File: src/rtl/vga_timing_monitor.sv
// -----------------------------------------------------------------------------
// vga_timing_monitor
//
// Receive-side checker for VGA sync signals. It samples hsync/vsync in the
// pixel clock domain, measures line period, hsync width, lines per frame and
// vsync width, then compares each completed frame against the expected timing.
// After enough consecutive good frames it reports lock. It reports loss of
// signal when hsync stops, and counts every loss of lock in a saturating
// error counter.
//
// Ports
//   clk          pixel clock
//   reset_n      asynchronous active-low reset (assert async, release sync)
//   hsync        raw horizontal sync
//   vsync        raw vertical sync
//   line_len     last measured line period, clocks
//   hsync_width  last measured hsync asserted width, clocks
//   frame_lines  last measured lines per frame (hsync assertions)
//   vsync_lines  last measured vsync width, lines (hsync assertions)
//   frame_tick   one-cycle pulse when a frame measurement is latched
//   locked       timing matches expectations
//   no_signal    hsync absent for 2047 clocks (set out of reset)
//   error_count  saturating count of lock losses
// -----------------------------------------------------------------------------
module vga_timing_monitor #(
    parameter int unsigned EXP_H_TOTAL     = 800,
    parameter int unsigned EXP_H_SYNC      = 96,
    parameter int unsigned EXP_V_TOTAL     = 525,
    parameter int unsigned EXP_V_SYNC      = 2,
    parameter int unsigned LOCK_FRAMES     = 2,
    parameter int unsigned SYNC_ACTIVE_LOW = 1
) (
    input  logic        clk,
    input  logic        reset_n,
    input  logic        hsync,
    input  logic        vsync,
    output logic [10:0] line_len,
    output logic [10:0] hsync_width,
    output logic [9:0]  frame_lines,
    output logic [9:0]  vsync_lines,
    output logic        frame_tick,
    output logic        locked,
    output logic        no_signal,
    output logic [7:0]  error_count
);

    localparam logic [10:0] H_MAX  = 11'h7FF;
    localparam logic [9:0]  V_MAX  = 10'h3FF;
    localparam logic [7:0]  E_MAX  = 8'hFF;
    localparam logic [10:0] EXP_HT = 11'(EXP_H_TOTAL);
    localparam logic [10:0] EXP_HW = 11'(EXP_H_SYNC);
    localparam logic [9:0]  EXP_VT = 10'(EXP_V_TOTAL);
    localparam logic [9:0]  EXP_VS = 10'(EXP_V_SYNC);
    localparam logic [4:0]  LOCK_N = 5'(LOCK_FRAMES);

    typedef enum logic [1:0] {
        S_SEARCH  = 2'd0,
        S_MEASURE = 2'd1,
        S_LOCKED  = 2'd2
    } state_t;

    // -------------------------------------------------------------------------
    // Input conditioning: polarity normalisation, 2-FF synchroniser, then a
    // delay stage for edge detection. Bit 0 is hsync, bit 1 is vsync.
    // Internally "1" always means asserted.
    // -------------------------------------------------------------------------
    logic [1:0] pin_raw;
    logic [1:0] pin_pol;
    logic [1:0] meta_reg;
    logic [1:0] sync_reg;
    logic [1:0] dly_reg;
    logic [1:0] rise;

    assign pin_raw = {vsync, hsync};
    assign pin_pol = (SYNC_ACTIVE_LOW != 0) ? ~pin_raw : pin_raw;

    always_ff @(posedge clk or negedge reset_n) begin
        if (!reset_n) begin
            meta_reg <= 2'b00;
            sync_reg <= 2'b00;
            dly_reg  <= 2'b00;
        end else begin
            meta_reg <= pin_pol;
            sync_reg <= meta_reg;
            dly_reg  <= sync_reg;
        end
    end

    genvar gi;
    generate
        for (gi = 0; gi < 2; gi++) begin : g_edge
            assign rise[gi] = sync_reg[gi] & ~dly_reg[gi];
        end
    endgenerate

    logic hs_rise;
    logic hs_fall;
    logic hs_act;
    logic vs_rise;
    logic vs_act;

    assign hs_rise = rise[0];
    assign hs_fall = ~sync_reg[0] & dly_reg[0];
    assign hs_act  = sync_reg[0];
    assign vs_rise = rise[1];
    assign vs_act  = sync_reg[1];

    // -------------------------------------------------------------------------
    // Measurement state
    // -------------------------------------------------------------------------
    state_t      state_reg, state_next;
    logic [10:0] h_cnt_reg, h_cnt_next;
    logic [10:0] hw_cnt_reg, hw_cnt_next;
    logic        h_seen_reg, h_seen_next;
    logic [10:0] line_len_reg, line_len_next;
    logic [10:0] hsync_width_reg, hsync_width_next;
    logic [9:0]  v_cnt_reg, v_cnt_next;
    logic [9:0]  vs_cnt_reg, vs_cnt_next;
    logic [9:0]  frame_lines_reg, frame_lines_next;
    logic [9:0]  vsync_lines_reg, vsync_lines_next;
    logic        frame_tick_reg, frame_tick_next;
    logic        line_bad_reg, line_bad_next;
    logic [3:0]  good_cnt_reg, good_cnt_next;
    logic        locked_reg, locked_next;
    logic        no_signal_reg, no_signal_next;
    logic [7:0]  error_count_reg, error_count_next;

    // Saturating increments; the measured value is the counter plus one
    // because the counter is cleared on the edge cycle itself.
    logic [10:0] h_cnt_inc;
    logic [10:0] hw_cnt_inc;
    logic [9:0]  v_sum;
    logic [9:0]  vs_sum;
    logic        line_upd;
    logic        width_upd;
    logic        new_bad;
    logic        line_bad_now;
    logic        good_frame;
    logic        timeout;
    logic [4:0]  good_cnt_inc;
    logic        lock_reached;

    assign h_cnt_inc  = (h_cnt_reg  == H_MAX) ? H_MAX : h_cnt_reg  + 11'd1;
    assign hw_cnt_inc = (hw_cnt_reg == H_MAX) ? H_MAX : hw_cnt_reg + 11'd1;

    // An hsync edge in the same cycle as a vsync edge belongs to the frame
    // that is closing, so the closing totals include it.
    assign v_sum  = (hs_rise && (v_cnt_reg != V_MAX)) ? v_cnt_reg + 10'd1 : v_cnt_reg;
    assign vs_sum = (hs_rise && vs_act && (vs_cnt_reg != V_MAX)) ? vs_cnt_reg + 10'd1
                                                                 : vs_cnt_reg;

    // The first assert edge after SEARCH only arms the measurement.
    assign line_upd  = hs_rise & h_seen_reg;
    assign width_upd = hs_fall & h_seen_reg;

    assign new_bad      = (line_upd  && (h_cnt_inc  != EXP_HT)) ||
                          (width_upd && (hw_cnt_inc != EXP_HW));
    assign line_bad_now = line_bad_reg | new_bad;
    assign good_frame   = !line_bad_now && (v_sum == EXP_VT) && (vs_sum == EXP_VS);

    // A coincident assert edge means hsync is still alive, so it wins.
    assign timeout = (h_cnt_reg == H_MAX) && !hs_rise;

    assign good_cnt_inc = {1'b0, good_cnt_reg} + 5'd1;
    assign lock_reached = good_frame && (good_cnt_inc >= LOCK_N);

    // -------------------------------------------------------------------------
    // Datapath next-state
    // -------------------------------------------------------------------------
    always_comb begin
        h_cnt_next       = hs_rise ? 11'd0 : h_cnt_inc;
        hw_cnt_next      = hs_rise ? 11'd0 : (hs_act ? hw_cnt_inc : hw_cnt_reg);
        h_seen_next      = h_seen_reg;
        line_len_next    = line_upd  ? h_cnt_inc  : line_len_reg;
        hsync_width_next = width_upd ? hw_cnt_inc : hsync_width_reg;
        v_cnt_next       = v_sum;
        vs_cnt_next      = vs_sum;
        frame_lines_next = frame_lines_reg;
        vsync_lines_next = vsync_lines_reg;
        frame_tick_next  = 1'b0;
        line_bad_next    = line_bad_now;

        if (hs_rise) begin
            h_seen_next = 1'b1;
        end

        if (timeout) begin
            // Latched measurements are kept; everything in flight is dropped.
            h_seen_next   = 1'b0;
            v_cnt_next    = 10'd0;
            vs_cnt_next   = 10'd0;
            line_bad_next = 1'b0;
        end else if (vs_rise) begin
            v_cnt_next    = 10'd0;
            vs_cnt_next   = 10'd0;
            line_bad_next = 1'b0;
            // The vsync edge that leaves SEARCH closes no complete frame.
            if (state_reg != S_SEARCH) begin
                frame_lines_next = v_sum;
                vsync_lines_next = vs_sum;
                frame_tick_next  = 1'b1;
            end
        end
    end

    always_ff @(posedge clk or negedge reset_n) begin
        if (!reset_n) begin
            h_cnt_reg       <= 11'd0;
            hw_cnt_reg      <= 11'd0;
            h_seen_reg      <= 1'b0;
            line_len_reg    <= 11'd0;
            hsync_width_reg <= 11'd0;
            v_cnt_reg       <= 10'd0;
            vs_cnt_reg      <= 10'd0;
            frame_lines_reg <= 10'd0;
            vsync_lines_reg <= 10'd0;
            frame_tick_reg  <= 1'b0;
            line_bad_reg    <= 1'b0;
        end else begin
            h_cnt_reg       <= h_cnt_next;
            hw_cnt_reg      <= hw_cnt_next;
            h_seen_reg      <= h_seen_next;
            line_len_reg    <= line_len_next;
            hsync_width_reg <= hsync_width_next;
            v_cnt_reg       <= v_cnt_next;
            vs_cnt_reg      <= vs_cnt_next;
            frame_lines_reg <= frame_lines_next;
            vsync_lines_reg <= vsync_lines_next;
            frame_tick_reg  <= frame_tick_next;
            line_bad_reg    <= line_bad_next;
        end
    end

    // -------------------------------------------------------------------------
    // Lock state machine: state register
    // -------------------------------------------------------------------------
    always_ff @(posedge clk or negedge reset_n) begin
        if (!reset_n) begin
            state_reg <= S_SEARCH;
        end else begin
            state_reg <= state_next;
        end
    end

    // Lock state machine: next state. Frames are judged only at vsync edges.
    always_comb begin
        state_next = state_reg;
        if (timeout) begin
            state_next = S_SEARCH;
        end else if (vs_rise) begin
            case (state_reg)
                S_SEARCH:  state_next = S_MEASURE;
                S_MEASURE: if (lock_reached) state_next = S_LOCKED;
                S_LOCKED:  if (!good_frame)  state_next = S_MEASURE;
                default:   state_next = S_SEARCH;
            endcase
        end
    end

    // Lock state machine: outputs (registered below)
    always_comb begin
        locked_next      = locked_reg;
        good_cnt_next    = good_cnt_reg;
        error_count_next = error_count_reg;
        no_signal_next   = no_signal_reg;

        if (hs_rise) begin
            no_signal_next = 1'b0;
        end

        if (timeout) begin
            no_signal_next = 1'b1;
            locked_next    = 1'b0;
            good_cnt_next  = 4'd0;
            if ((state_reg == S_LOCKED) && (error_count_reg != E_MAX)) begin
                error_count_next = error_count_reg + 8'd1;
            end
        end else if (vs_rise) begin
            case (state_reg)
                S_MEASURE: begin
                    if (good_frame) begin
                        good_cnt_next = good_cnt_inc[3:0];
                        if (lock_reached) begin
                            locked_next = 1'b1;
                        end
                    end else begin
                        good_cnt_next = 4'd0;
                    end
                end
                S_LOCKED: begin
                    if (!good_frame) begin
                        locked_next   = 1'b0;
                        good_cnt_next = 4'd0;
                        if (error_count_reg != E_MAX) begin
                            error_count_next = error_count_reg + 8'd1;
                        end
                    end
                end
                default: ;
            endcase
        end
    end

    always_ff @(posedge clk or negedge reset_n) begin
        if (!reset_n) begin
            locked_reg      <= 1'b0;
            good_cnt_reg    <= 4'd0;
            error_count_reg <= 8'd0;
            no_signal_reg   <= 1'b1;
        end else begin
            locked_reg      <= locked_next;
            good_cnt_reg    <= good_cnt_next;
            error_count_reg <= error_count_next;
            no_signal_reg   <= no_signal_next;
        end
    end

    assign line_len    = line_len_reg;
    assign hsync_width = hsync_width_reg;
    assign frame_lines = frame_lines_reg;
    assign vsync_lines = vsync_lines_reg;
    assign frame_tick  = frame_tick_reg;
    assign locked      = locked_reg;
    assign no_signal   = no_signal_reg;
    assign error_count = error_count_reg;

endmodule

File: config.mk
export PLATFORM = sky130hd
export DESIGN_NAME = vga_timing_monitor
export DESIGN_NICKNAME = d
export VERILOG_FILES = /design/src/rtl/vga_timing_monitor.sv
export SDC_FILE = /design/constraint.sdc
export NUM_CORES = 1
export LEC_CHECK = 0
export ABC_AREA = 1
export CAP_MARGIN = 25
export CORE_MARGIN = 2
export CORE_UTILIZATION = 40
export DETAILED_ROUTE_END_ITERATION = 12
export GPL_TIMING_DRIVEN = 0
export PLACE_DENSITY_LB_ADDON = 0.15
export SYNTH_ARGS = -nofsm -noshare
export SYNTH_HDL_FRONTEND = slang
export SYNTH_SLANG_ARGS = --single-unit
File: constraint.sdc
create_clock -name clk -period 2.1 [get_ports clk]
set_clock_uncertainty 0.1 [all_clocks]
set_input_delay 0.42 -clock clk [delete_from_list [all_inputs] [get_ports clk]]
set_output_delay 0.42 -clock clk [all_outputs]
set_load 0.1 [all_outputs]
==> flow_metrics.py <==
metrics = {
    "floorplanning": {
        "num_rows": 44,
        "start_util_pct": 40.6,
        "die_height_um": 125,
        "ioPinCount": 57,
        "floorplan.die.width_um": 125,
        "core_area_um2": 14400,
        "design.die.area_um2": 15600,
    },
    "final_layout": {
        "final_net_count": 908,
        "mostFrequentLayoutCell": "sky130_fd_sc_hd__nand2_1",
        "sequential_cell_area_um2": 2740,
        "layout.cells.most_common_list": "171 x sky130_fd_sc_hd__nand2_1, 100 x sky130_fd_sc_hd__dfrtp_1, 74 x sky130_fd_sc_hd__nor2_1",
        "drive_gt1_share_pct": 30.9,
        "diodes": 0,
        "multi_input_area_um2": 3170,
        "num-fill-cells": 1336,
        "area_growth_pct": 38.0,
    },
    "outcome": {
        "status": "complete, but fails checks",
        "failing_checks": "hold timing, setup timing",
    },
    "sta": {
        "max_clock_freq_mhz": 424,
        "worstMarginPinSlew_ps": 954,
        "slew-limit-headroom_pct": 36.7,
        "unrepaired_setup_endpoints_after_global_routing": "true",
        "layout_worst_path_cycle_share_pct": 112,
        "timing.final.ws_setup_ps": -260,
        "finalMaxSlewViolations": 0,
        "hold_violations": 6,
        "worst_hold_slack_ps": -12.4,
        "layout_min_cycle_time_ps": 2360,
        "report.final.setup_viol": 16,
    },
    "setup_path": {
        "crit_path_end": "good_cnt_reg[2]",
        "peak_fanout_along_the_critical_path": 8,
        "arrival_ps": 2550,
        "worstRegToRegCells": 16,
        "regToRegStartpoint": "vs_cnt_reg[0]",
        "required_ps": 2290,
        "critical_path.endpoint_type": "flip-flop",
        "startpoint_type": "flip-flop",
        "cp-startpoint": "vs_cnt_reg[0]",
        "rr_endpoint": "good_cnt_reg[2]",
        "ff2ff_setup_slack_ps": -260,
        "critical_path_class": "reg -> reg",
    },
    "routing": {
        "drc": 0,
        "postRouteAntennaNets": 0,
        "vias_per_cell": 5.07,
        "drt_pass1_iterations": 4,
        "wire_per_inst_um": 14.8,
        "drtIter0Drc": 212,
        "totalWireLength_um": 16100,
        "overall_via_count_from_detail_route": 5508,
    },
    "grt": {
        "first_global_vias": 5400,
        "pin_count_of_the_biggest_net_entering_global_routing": 60,
        "grt_antenna_before_repair": 0,
        "grt_overflow_total": 0,
        "grtUsageTotal_pct": 20.2,
        "grt_pass1_wl_um": 25800,
    },
    "min_path": {
        "worst_hold_path_type": "in -> async",
    },
    "logic_synthesis": {
        "asyncSetResetFlopFracSynth_pct": 100,
        "gate_count_post_synth": 754,
        "cell_area_after_synthesis_um2": 5850,
        "synth-main-ff-cell": "sky130_fd_sc_hd__dfrtp_1",
        "ys_seq_elements": 109,
        "syn_nets": 765,
        "synth_edf_count": 0,
        "avgSynthCellArea_um2": 7.76,
        "synth_cell_type_count": 42,
        "synth-warning-count": 0,
        "synth_sequential_area_ratio_pct": 46.6,
    },
    "clock_network": {
        "cts_buffers": 9,
        "latest_clock_arrival_within_the_worst_skew_pair_ps": 360,
        "clk_root_buffer_cell": "sky130_fd_sc_hd__clkbuf_16",
        "clock_tree_from_tritoncts": "yes",
        "numClockSinks": 109,
        "clk_path_buf_depth": 2,
        "clk_pin_slew_worst_paths_ps": 70,
        "htree_num_levels": 3,
    },
    "placement": {
        "place.gp.congestion": 0.876,
        "place.detailed.hpwl_um": 10300,
        "io_buffers": 56,
        "dp_worst_setup_slack_ps": -534,
    },
    "run": {
        "drv.max_cap_violation_count": 0,
    },
    "power": {
        "cellPowerDensity_nw_per_um2": 828,
        "total_power_uw": 6680,
        "cellLeakagePower_uw": 0.00388,
        "power.ir.vdd_worst_mv": 0.782,
    },
}
==> per-layer routing <==
metal	global-route usage, %	share of wire [%]
met1	26.6	43
met2	33.4	50
met3	2.82	3.8
met4	9.02	2.9
met5	0	0
==> worst max-delay path, cell delays in order (launching register included) <==
cell	delay (ps)
sky130_fd_sc_hd__dfrtp_2	430
sky130_fd_sc_hd__ha_4	170
sky130_fd_sc_hd__inv_2	60
sky130_fd_sc_hd__nor2_4	40
sky130_fd_sc_hd__nand3_4	120
sky130_fd_sc_hd__buf_6	120
sky130_fd_sc_hd__nand4_1	140
sky130_fd_sc_hd__nand2_4	130
sky130_fd_sc_hd__buf_6	100
sky130_fd_sc_hd__nand2_2	40
sky130_fd_sc_hd__nor2_2	120
sky130_fd_sc_hd__nand3_1	90
sky130_fd_sc_hd__nor2_2	160
sky130_fd_sc_hd__nand4_4	180
sky130_fd_sc_hd__nand3_4	150
sky130_fd_sc_hd__nand2_1	60
sky130_fd_sc_hd__o21ai_1	70
==> worst min path at each step <==
stage                startpoint             end  slack (ps)  depth (start not counted)
floorplan               reset_n      dly_reg[0]          20                          0
global placement    meta_reg[1]     sync_reg[1]         230                          0
detailed placement  meta_reg[1]     sync_reg[1]         240                          0
CTS                     reset_n  hsync_width[1]          30                          1
global route            reset_n  hsync_width[1]          60                          1
finish                  reset_n  hsync_width[1]         -10                          1
==> final cells by class <==
cell class	count	share of cell area [%]
plain buffers	16	1.61
clock buffers	9	2.79
clock inverters	7	0.620
inverters	89	4.29
multi-input cells	540	39.3
flip-flops and latches	109	33.9
well taps	184	2.85
repair buffers	132	14.6
==> report_power, final <==
group	leakage (uW)	internal, uW	switching, uW	total [uW]
Combinational	0.00231	666	1860	2520
Sequential	0.00143	2330	210	2540
Clock	0.000140	812	810	1620
==> cells by family after synthesis <==
group	after synthesis	share of synthesized area, %
flops	109	46.6
xor+xnor	16	2.39
compound gates	90	9.04
fa+ha+maj	7	1.50
simple gates	427	33.4
buf+inv	105	7.06
==> synth_stat cells (2+ instances only) <==
cell                       number  area [um2]
sky130_fd_sc_hd__ha_1           7        87.6
sky130_fd_sc_hd__nor2_1        98         368
sky130_fd_sc_hd__o21ai_2        3        26.3
sky130_fd_sc_hd__inv_1         83         312
sky130_fd_sc_hd__xor2_1         7        61.3
sky130_fd_sc_hd__nand3b_1       6        45.0
sky130_fd_sc_hd__nand2_1      209         785
sky130_fd_sc_hd__nor2_2         6        37.5
sky130_fd_sc_hd__nand2_2        6        37.5
sky130_fd_sc_hd__o21a_1         4        30.0
sky130_fd_sc_hd__xnor2_1        9        78.8
sky130_fd_sc_hd__nand3_2        2        20.0
sky130_fd_sc_hd__o21ai_1        7        35.0
sky130_fd_sc_hd__a21oi_1       14        70.1
sky130_fd_sc_hd__nand3_1       58         290
sky130_fd_sc_hd__o22ai_1        5        31.3
sky130_fd_sc_hd__dfrtp_1      108        2700
sky130_fd_sc_hd__nor3_1         5        25.0
sky130_fd_sc_hd__nand3_4        2        35.0
sky130_fd_sc_hd__or2_2          2        12.5
sky130_fd_sc_hd__nand2_4        6        67.6
sky130_fd_sc_hd__a31oi_1        5        31.3
sky130_fd_sc_hd__inv_2          4        15.0
sky130_fd_sc_hd__o21bai_1       6        45.0
sky130_fd_sc_hd__nor2_4         6        67.6
sky130_fd_sc_hd__o21ai_0       42         210
sky130_fd_sc_hd__buf_2          4        20.0
sky130_fd_sc_hd__clkbuf_1      11        41.3
sky130_fd_sc_hd__nand4_1       15        93.8
sky130_fd_sc_hd__nor3_2         2        20.0
==> per-stage QoR <==
step                instance area, um2  instances  utilization (%)  TNS, ps
global route                      8070       1086             56.0    -7240
finish                            8070       1086             56.0    -3770
floorplan                         5880        754                -     -590
detailed placement                6700        995             46.4   -19600
global placement                  6670        994             46.2  -423520
CTS                               7730       1068             53.6    -2500
==> what timing repair did <==
action	in CTS	in global routing
gates cloned	1	3
endpoints found under the setup margin	109	92
hold buffers	0	0
setup buffers	56	17
gates resized for setup	191	124
pin swaps	35	30
No activity file was read; power rests on OpenSTA's default activity.
